File: config.mk
export PLATFORM = sky130hd
export DESIGN_NAME = fifo_rd_gearbox
export DESIGN_NICKNAME = d
export VERILOG_FILES = /design/src/rtl/fifo_rd_gearbox.sv
export SDC_FILE = /design/constraint.sdc
export NUM_CORES = 1
export LEC_CHECK = 0
export ABC_CLOCK_PERIOD_IN_PS = 8770
export CAP_MARGIN = 20
export CORE_MARGIN = 2
export CORE_UTILIZATION = 59
export DETAILED_ROUTE_END_ITERATION = 6
export GPL_TIMING_DRIVEN = 1
export PLACE_DENSITY = 0.84
export SYNTH_ARGS = -nofsm -noshare
export SYNTH_HDL_FRONTEND = slang
export SYNTH_SLANG_ARGS = --single-unit
File: constraint.sdc
create_clock -name clk_rd -period 8.77 [get_ports clk_rd]
set_clock_uncertainty 0.1 [all_clocks]
set_input_delay 1.3155 -clock clk_rd [delete_from_list [all_inputs] [get_ports clk_rd]]
set_output_delay 1.3155 -clock clk_rd [all_outputs]
set_load 0.005 [all_outputs]
File: src/rtl/fifo_rd_gearbox.sv
// Read-side drain engine: pops RDDATA_SIZE-bit FIFO words and repacks them LSB-first into OUT_SIZE-bit stream words.
// Optional GEARBOX_FLUSH_EN macro adds a `flush` port to emit a zero-padded partial word once the FIFO runs dry.
module fifo_rd_gearbox #(
    parameter int RDDATA_SIZE = 3,
    parameter int OUT_SIZE    = 4,
    parameter int ACC_SIZE    = 2 * (RDDATA_SIZE + OUT_SIZE),
    localparam int LW         = $clog2(ACC_SIZE + 1)
) (
    input  logic                   clk_rd,
    input  logic                   rstn,
    input  logic                   empty,
    output logic                   rd_req,
    input  logic [RDDATA_SIZE-1:0] rdata,
    output logic                   out_valid,
    input  logic                   out_ready,
    output logic [OUT_SIZE-1:0]    out_data,
`ifdef GEARBOX_FLUSH_EN
    input  logic                   flush,
`endif
    output logic [LW-1:0]          level
);

    // Two spare bits keep level arithmetic free of wrap-around before the compare.
    localparam int SW = LW + 2;
    localparam logic [SW-1:0] OUT_W = SW'(OUT_SIZE);
    localparam logic [SW-1:0] RD_W  = SW'(RDDATA_SIZE);
    localparam logic [SW-1:0] ACC_W = SW'(ACC_SIZE);

    logic [ACC_SIZE-1:0] acc;
    logic [ACC_SIZE-1:0] acc_nxt;
    logic [ACC_SIZE-1:0] rd_ext;
    logic                inflight;
    logic                pop_out;
    logic                flush_pend;
    logic [SW-1:0]       lvl_w;
    logic [SW-1:0]       base;
    logic [SW-1:0]       proj;
    logic [SW-1:0]       lvl_nxt;

    // NOTE: every signal driven from always_comb gets a default first, so no path can infer a latch.
    always_comb begin
        flush_pend = 1'b0;
`ifdef GEARBOX_FLUSH_EN
        flush_pend = flush && !inflight && empty && (level != '0) && ({2'b00, level} < OUT_W);
`endif
        lvl_w     = {2'b00, level};
        out_valid = (lvl_w >= OUT_W) || flush_pend;
        pop_out   = out_valid && out_ready;
        // Offset where an arriving word lands: after the outgoing word has been shifted away.
        base      = pop_out ? lvl_w - OUT_W : lvl_w;
        proj      = base + (inflight ? RD_W : '0) + RD_W;
        // Gated by rstn so the FIFO is never popped while the engine is held in reset.
        rd_req    = rstn && !empty && !flush_pend && (proj <= ACC_W);

        rd_ext  = {{(ACC_SIZE - RDDATA_SIZE){1'b0}}, rdata};
        acc_nxt = pop_out ? (acc >> OUT_SIZE) : acc;
        if (inflight) begin
            acc_nxt = acc_nxt | (rd_ext << base);
        end

        lvl_nxt = base + (inflight ? RD_W : '0);
        if (pop_out && flush_pend) begin
            lvl_nxt = '0;
        end
    end

    assign out_data = acc[OUT_SIZE-1:0];

    // NOTE: sequential state uses non-blocking assignments so every register sees pre-edge values.
    always_ff @(posedge clk_rd) begin
        if (!rstn) begin
            acc      <= '0;
            level    <= '0;
            inflight <= 1'b0;
        end else begin
            acc      <= acc_nxt;
            level    <= lvl_nxt[LW-1:0];
            inflight <= rd_req;
        end
    end

endmodule

### Yosys cells after proc, flatten, opt, wreduce, memory -nomap -nowiden

Cells that the tools add are included.
Widths: inputs -> output; s select.

| word-level totals | value |
|---|---|
| bits of input ports | 7 |
| register bits | 19 |
| logic and storage cells | 18 |

| cells by class | value |
|---|---|
| add/sub/neg operators | 3 |
| muxes and demuxes | 4 |
| bitwise gates (word level) | 1 |
| $lt $le $gt $ge | 2 |
| shift-type cells | 1 |
| reductions and logical operators | 4 |

Operators by type and width:

| kind | count |
|---|---|
| $mux 14 | 2 |
| $or 14x14->14 | 1 |
| $shl 3x6->14 | 1 |
| $add 6x2->6 | 1 |
| $add 6x2->6 const B | 1 |
| $le 6x4->1 const B | 1 |
| $mux 6 | 1 |
| $sub 4x3->5 const B | 1 |
| $ge 4x3->1 const B | 1 |
| $logic_and 1x1->1 | 3 |
| $mux 2 | 1 |
| $logic_not 1->1 | 1 |

### Depth between registers and ports, before layout

| logic depth | value |
|---|---|
| depth in word-level cells | 7 |
| mapped depth | 10 |
| gate-level depth less buffers | 10 |

### Least setup slack after synthesis

No wires, ideal clock.

| path | value |
|---|---|
| path kind | reg-to-output |
| from | register level[1] |
| to | output rd_req |
| path slack | 4.748 ns |
| buffers on the path | 1 |
| required time | 7.355 ns |
| stages on the path, launching flop included | 11 |
| data arrival time | 2.606 ns |
| path through | dfxtp_1 clkbuf_1 inv_1 fa_1 inv_1 ha_1 or3b_2 nor4_1 mux2i_1 o31ai_1 nor4_1 |

| between the ends | value |
|---|---|
| word-level cells in the longest chain between the ends | 7 |
| elaborated cells between the ends (all ways) | 8 |
| those cells by class | add/sub (3); order compare (2); mux (1); reduce/logical (2) |

Ends and longest elaborated chain:

| item | line | source |
|---|---|---|
| start: declaration | 20 | `output logic [LW-1:0] level` |
| start signal: assignment | 77 | `level <= lvl_nxt[LW-1:0];` |
| $ge 4x3->1 | 47 | `out_valid = (lvl_w >= OUT_W) \|\| flush_pend;` |
| $logic_and 1x1->1 | 48 | `pop_out = out_valid && out_ready;` |
| $mux 6 * | 50 | `base = pop_out ? lvl_w - OUT_W : lvl_w;` |
| $add 6x2->6 * | n/a |  |
| via lvl_nxt[1] | 38 | `logic [SW-1:0] lvl_nxt;` |
| $add 6x2->6 * | 51 | `proj = base + (inflight ? RD_W : '0) + RD_W;` |
| $le 6x4->1 * | 53 | `rd_req = rstn && !empty && !flush_pend && (proj <= ACC_W);` |
| $logic_and 1x1->1 * | 53 |  |
| end: declaration | 12 | `output logic rd_req,` |

Mark *: on every way through the listed nets, which the timed path passes. The rest lies on a longest branch.

### Worst setup path in the final report

| path | value |
|---|---|
| from | input out_ready |
| to | output rd_req |

| between the ends | value |
|---|---|
| word-level cells in the longest chain between the ends | 6 |

Ends and longest elaborated chain:

| item | line | source |
|---|---|---|
| start: declaration | 15 | `input logic out_ready,` |
| $logic_and 1x1->1 | 48 |  |
| $mux 6 | 50 |  |
| $add 6x2->6 | n/a |  |
| $add 6x2->6 | 51 |  |
| $le 6x4->1 | 53 |  |
| $logic_and 1x1->1 | 53 |  |

No other way between the ends.

==> reports/qor.yml <==
critical_path:
  crit_fanout: 22
  r2r-end: "inflight"
  reg2reg_depth: 10
  crit_path_end_kind: "primary output"
  r2r_start: "inflight"
  reg2reg_slack_ns: 5.73
  worstSetupStartpointType: "primary input"
  cp.required_ns: 7.35
  critPathKind: "primary input to primary output"
  worst_ep_arrival_time_ns: 3.85
cells_and_area:
  layout_commonest_cell: "nor2_1"
  final_cells: 212
  drive_above_1_share: 0.0652
  n_antenna_cell: 0
  final_area_sq_mm: 0.00152
  fin_nets: 199
  mostFrequentLayoutCells: "26 x nor2_1, 19 x dfxtp_1, 18 x nand2_1, 16 x clkdlybuf4s50_1, 9 x inv_1"
  area_growth_pct: 12.4
sta:
  timing.final.max_slew_violations: 0
  worstMarginPinSlew_ns: 0.802
  min_period_ns: 5.27
  hold_violations: 0
  fmax_mhz: 190
  relSlewSlack: 0.466
  setup_violations: 0
  tns_ns: 0
  hold_slack_ns: 0.373
  rsz0062_at_grt: "false"
  period_share: 0.601
placement:
  dpl.hpwl_um: 2280
  dp.cells: 208
  place.gp.congestion: 0.911
  io_buffers: 16
  place_area_sq_mm: 0.00149
floorplanning:
  fp.coreArea_sq_mm: 0.00219
  placementRows: 17
  io_pins: 17
  die-area_sq_mm: 0.00269
  initial_utilization: 0.618
  die_h_um: 51.9
  die_x_um: 51.9
global_routing:
  global_route.usage.met1: 0.302
  use_met3: 0.0374
  grt_use_total: 0.252
  grt_max_degree: 23
  busiest_layer: "met2"
  grt_antenna_before_repair: 0
  grt_pass1_wl_um: 5110
  overflow: 0
  grt_use_met2: 0.458
  grt_pass1_vias: 1183
route:
  via_per_inst: 6.11
  routedWlPerCell_um: 14.6
  routed_wl_um: 3090
  dr.pass1.iters: 4
  vias: 1296
  drc_errors: 0
  drt_iter0_drc: 46
  ant_nets: 0
min_path:
  whs_path_depth: 2
  hold_start: "acc[10]"
  hp-class: "flip-flop to flip-flop"
  hold-path-endpoint: "acc[10]"
cts:
  clk_pin_slew_worst_paths_ns: 0.11
  insertion_delay_ns: 0.30
  cts_made_buffers: 3
  cts_max_level: 1
  cts_tree: "done"
  hold_buffers: 0
  clockRootBuffer: "clkbuf_4"
  post_cts_buffers: 0
  clock-sinks: 19
  cts_resized: 0
  clockBufferDepth: 2
pwr:
  p_switching_w: 0.000245
  ir_worst_vdd_v: 0.000248
  p_sw_frac: 0.469
  clockPowerShare: 0.089
  power.density_mw_per_mm2: 343
  finalPower_w: 0.000521
  p_leak_nw: 0.562
  power_frac_comb: 0.649
  p_seq_frac: 0.262
  internal_power_w: 0.000277
synth:
  yosysSeqAreaShare: 0.281
  synth_area_leaders: "dfxtp_1 28%, nor2_1 7.2%, ha_1 5.5%, nand2_1 5.0%, mux2i_1 3.7%"
  syn-cell-area_sq_mm: 0.00135
  synth.distinct_cells: 49
  synth_flop_cell: "dfxtp_1"
  synth_warnings: 0
  synth_edf_count: 0
  synth_top_area_share: 0.281
  ys_seq_elements: 19
  syn_inst: 175
  synthArstFlopShare: 0
  synth.largest_area_cell: "dfxtp_1"
  synth_fp_nets: 189
  postSynthAreaPerCell_sq_um: 7.74
run_status:
  status: "finished, final reports clean"
flow_run:
  drv_cap: 0
metal layers:
metal	vias up	share of wire	wire length [um]
li1	636	-	-
met1	615	0.42	1290
met2	38	0.52	1590
met3	7	0.050	154
met4	0	0.015	46
met5	-	0	0
cells in the mapped netlist, types with 2 or more instances:
cell / instances
a211o_1: 2
nor2b_1: 3
nor4_1: 4
nand3_1: 3
nand2b_1: 5
clkbuf_1: 6
or3_1: 2
and2_1: 3
nand2_1: 18
a22oi_1: 3
inv_1: 9
buf_4: 4
o22a_1: 3
a31oi_1: 5
a21oi_1: 4
or3b_2: 2
a221oi_1: 2
nor3_1: 7
a32oi_1: 3
mux2i_1: 5
ha_1: 6
o2bb2ai_1: 2
nor2_1: 26
xnor2_1: 2
buf_2: 2
o21ai_0: 2
a2bb2oi_1: 2
dfxtp_1: 19
power by group through the flow:
stage,combinational (W),sequential (W),clock (W)
finish,0.000339,0.000137,0.0000463
global route,0.000375,0.000139,0.0000497
CTS,0.000337,0.000136,0.0000458
detailed placement,0.000335,0.000138,0
global placement,0.000318,0.000138,0
floorplan,0.000260,0.000125,0
cell type report:
cell class                      instances  area [sq um]
Clock buffer                            3          22.5
Fill cell                             179           669
Timing Repair Buffer                   17           168
Multi-Input combinational cell        134           873
Clock inverter                          1          5.00
Sequential cell                        19           380
Tap cell                               28          35.0
Inverter                               10          37.5
worst max-delay path, cell delays in order:
cell and delay [ns]:
clkdlybuf4s50_1 0.54, nand2b_1 0.45, a31o_2 0.43, a21oi_1 0.17
xor2_1 0.10, nor4_1 0.28, clkdlybuf4s50_1 0.56
how the worst max path moves through the flow:
stage	start	end	slack, ns	cells past startpoint
final	out_ready	rd_req	3.50	7
after floorplan	level[1]	rd_req	4.75	10
after global routing	out_ready	rd_req	3.29	7
after CTS	out_ready	rd_req	3.51	7
after detailed placement	out_ready	rd_req	3.53	7
after global placement	out_ready	rd_req	3.63	7
per-stage QoR:
| step | setup WS (ns) | util |
|---|---|---|
| global route | 3.29 | 0.694 |
| finish | 3.50 | 0.694 |
| global placement | 3.63 | 0.682 |
| floorplan | 4.75 | - |
| detailed placement | 3.53 | 0.682 |
| CTS | 3.51 | 0.694 |
flip-flops by register name, indices dropped and copies added, names as in the netlist:
register  flops
level         4
acc          14
inflight      1
kinds of logic (layout without fill, tap and decap cells):
logic type               Yosys count  after routing  share of synthesized area
buffers and inverters             22             31                     0.0739
AO/OA/AOI/OAI                     35             35                      0.192
AND/OR/NAND/NOR                   81             81                      0.298
flip-flops                        19             19                      0.281
multiplexers                       6              6                     0.0453
adder cells (fa/ha/maj)            8              8                     0.0786
XOR/XNOR                           4              4                     0.0314
Power figures use the tool's default switching activity.
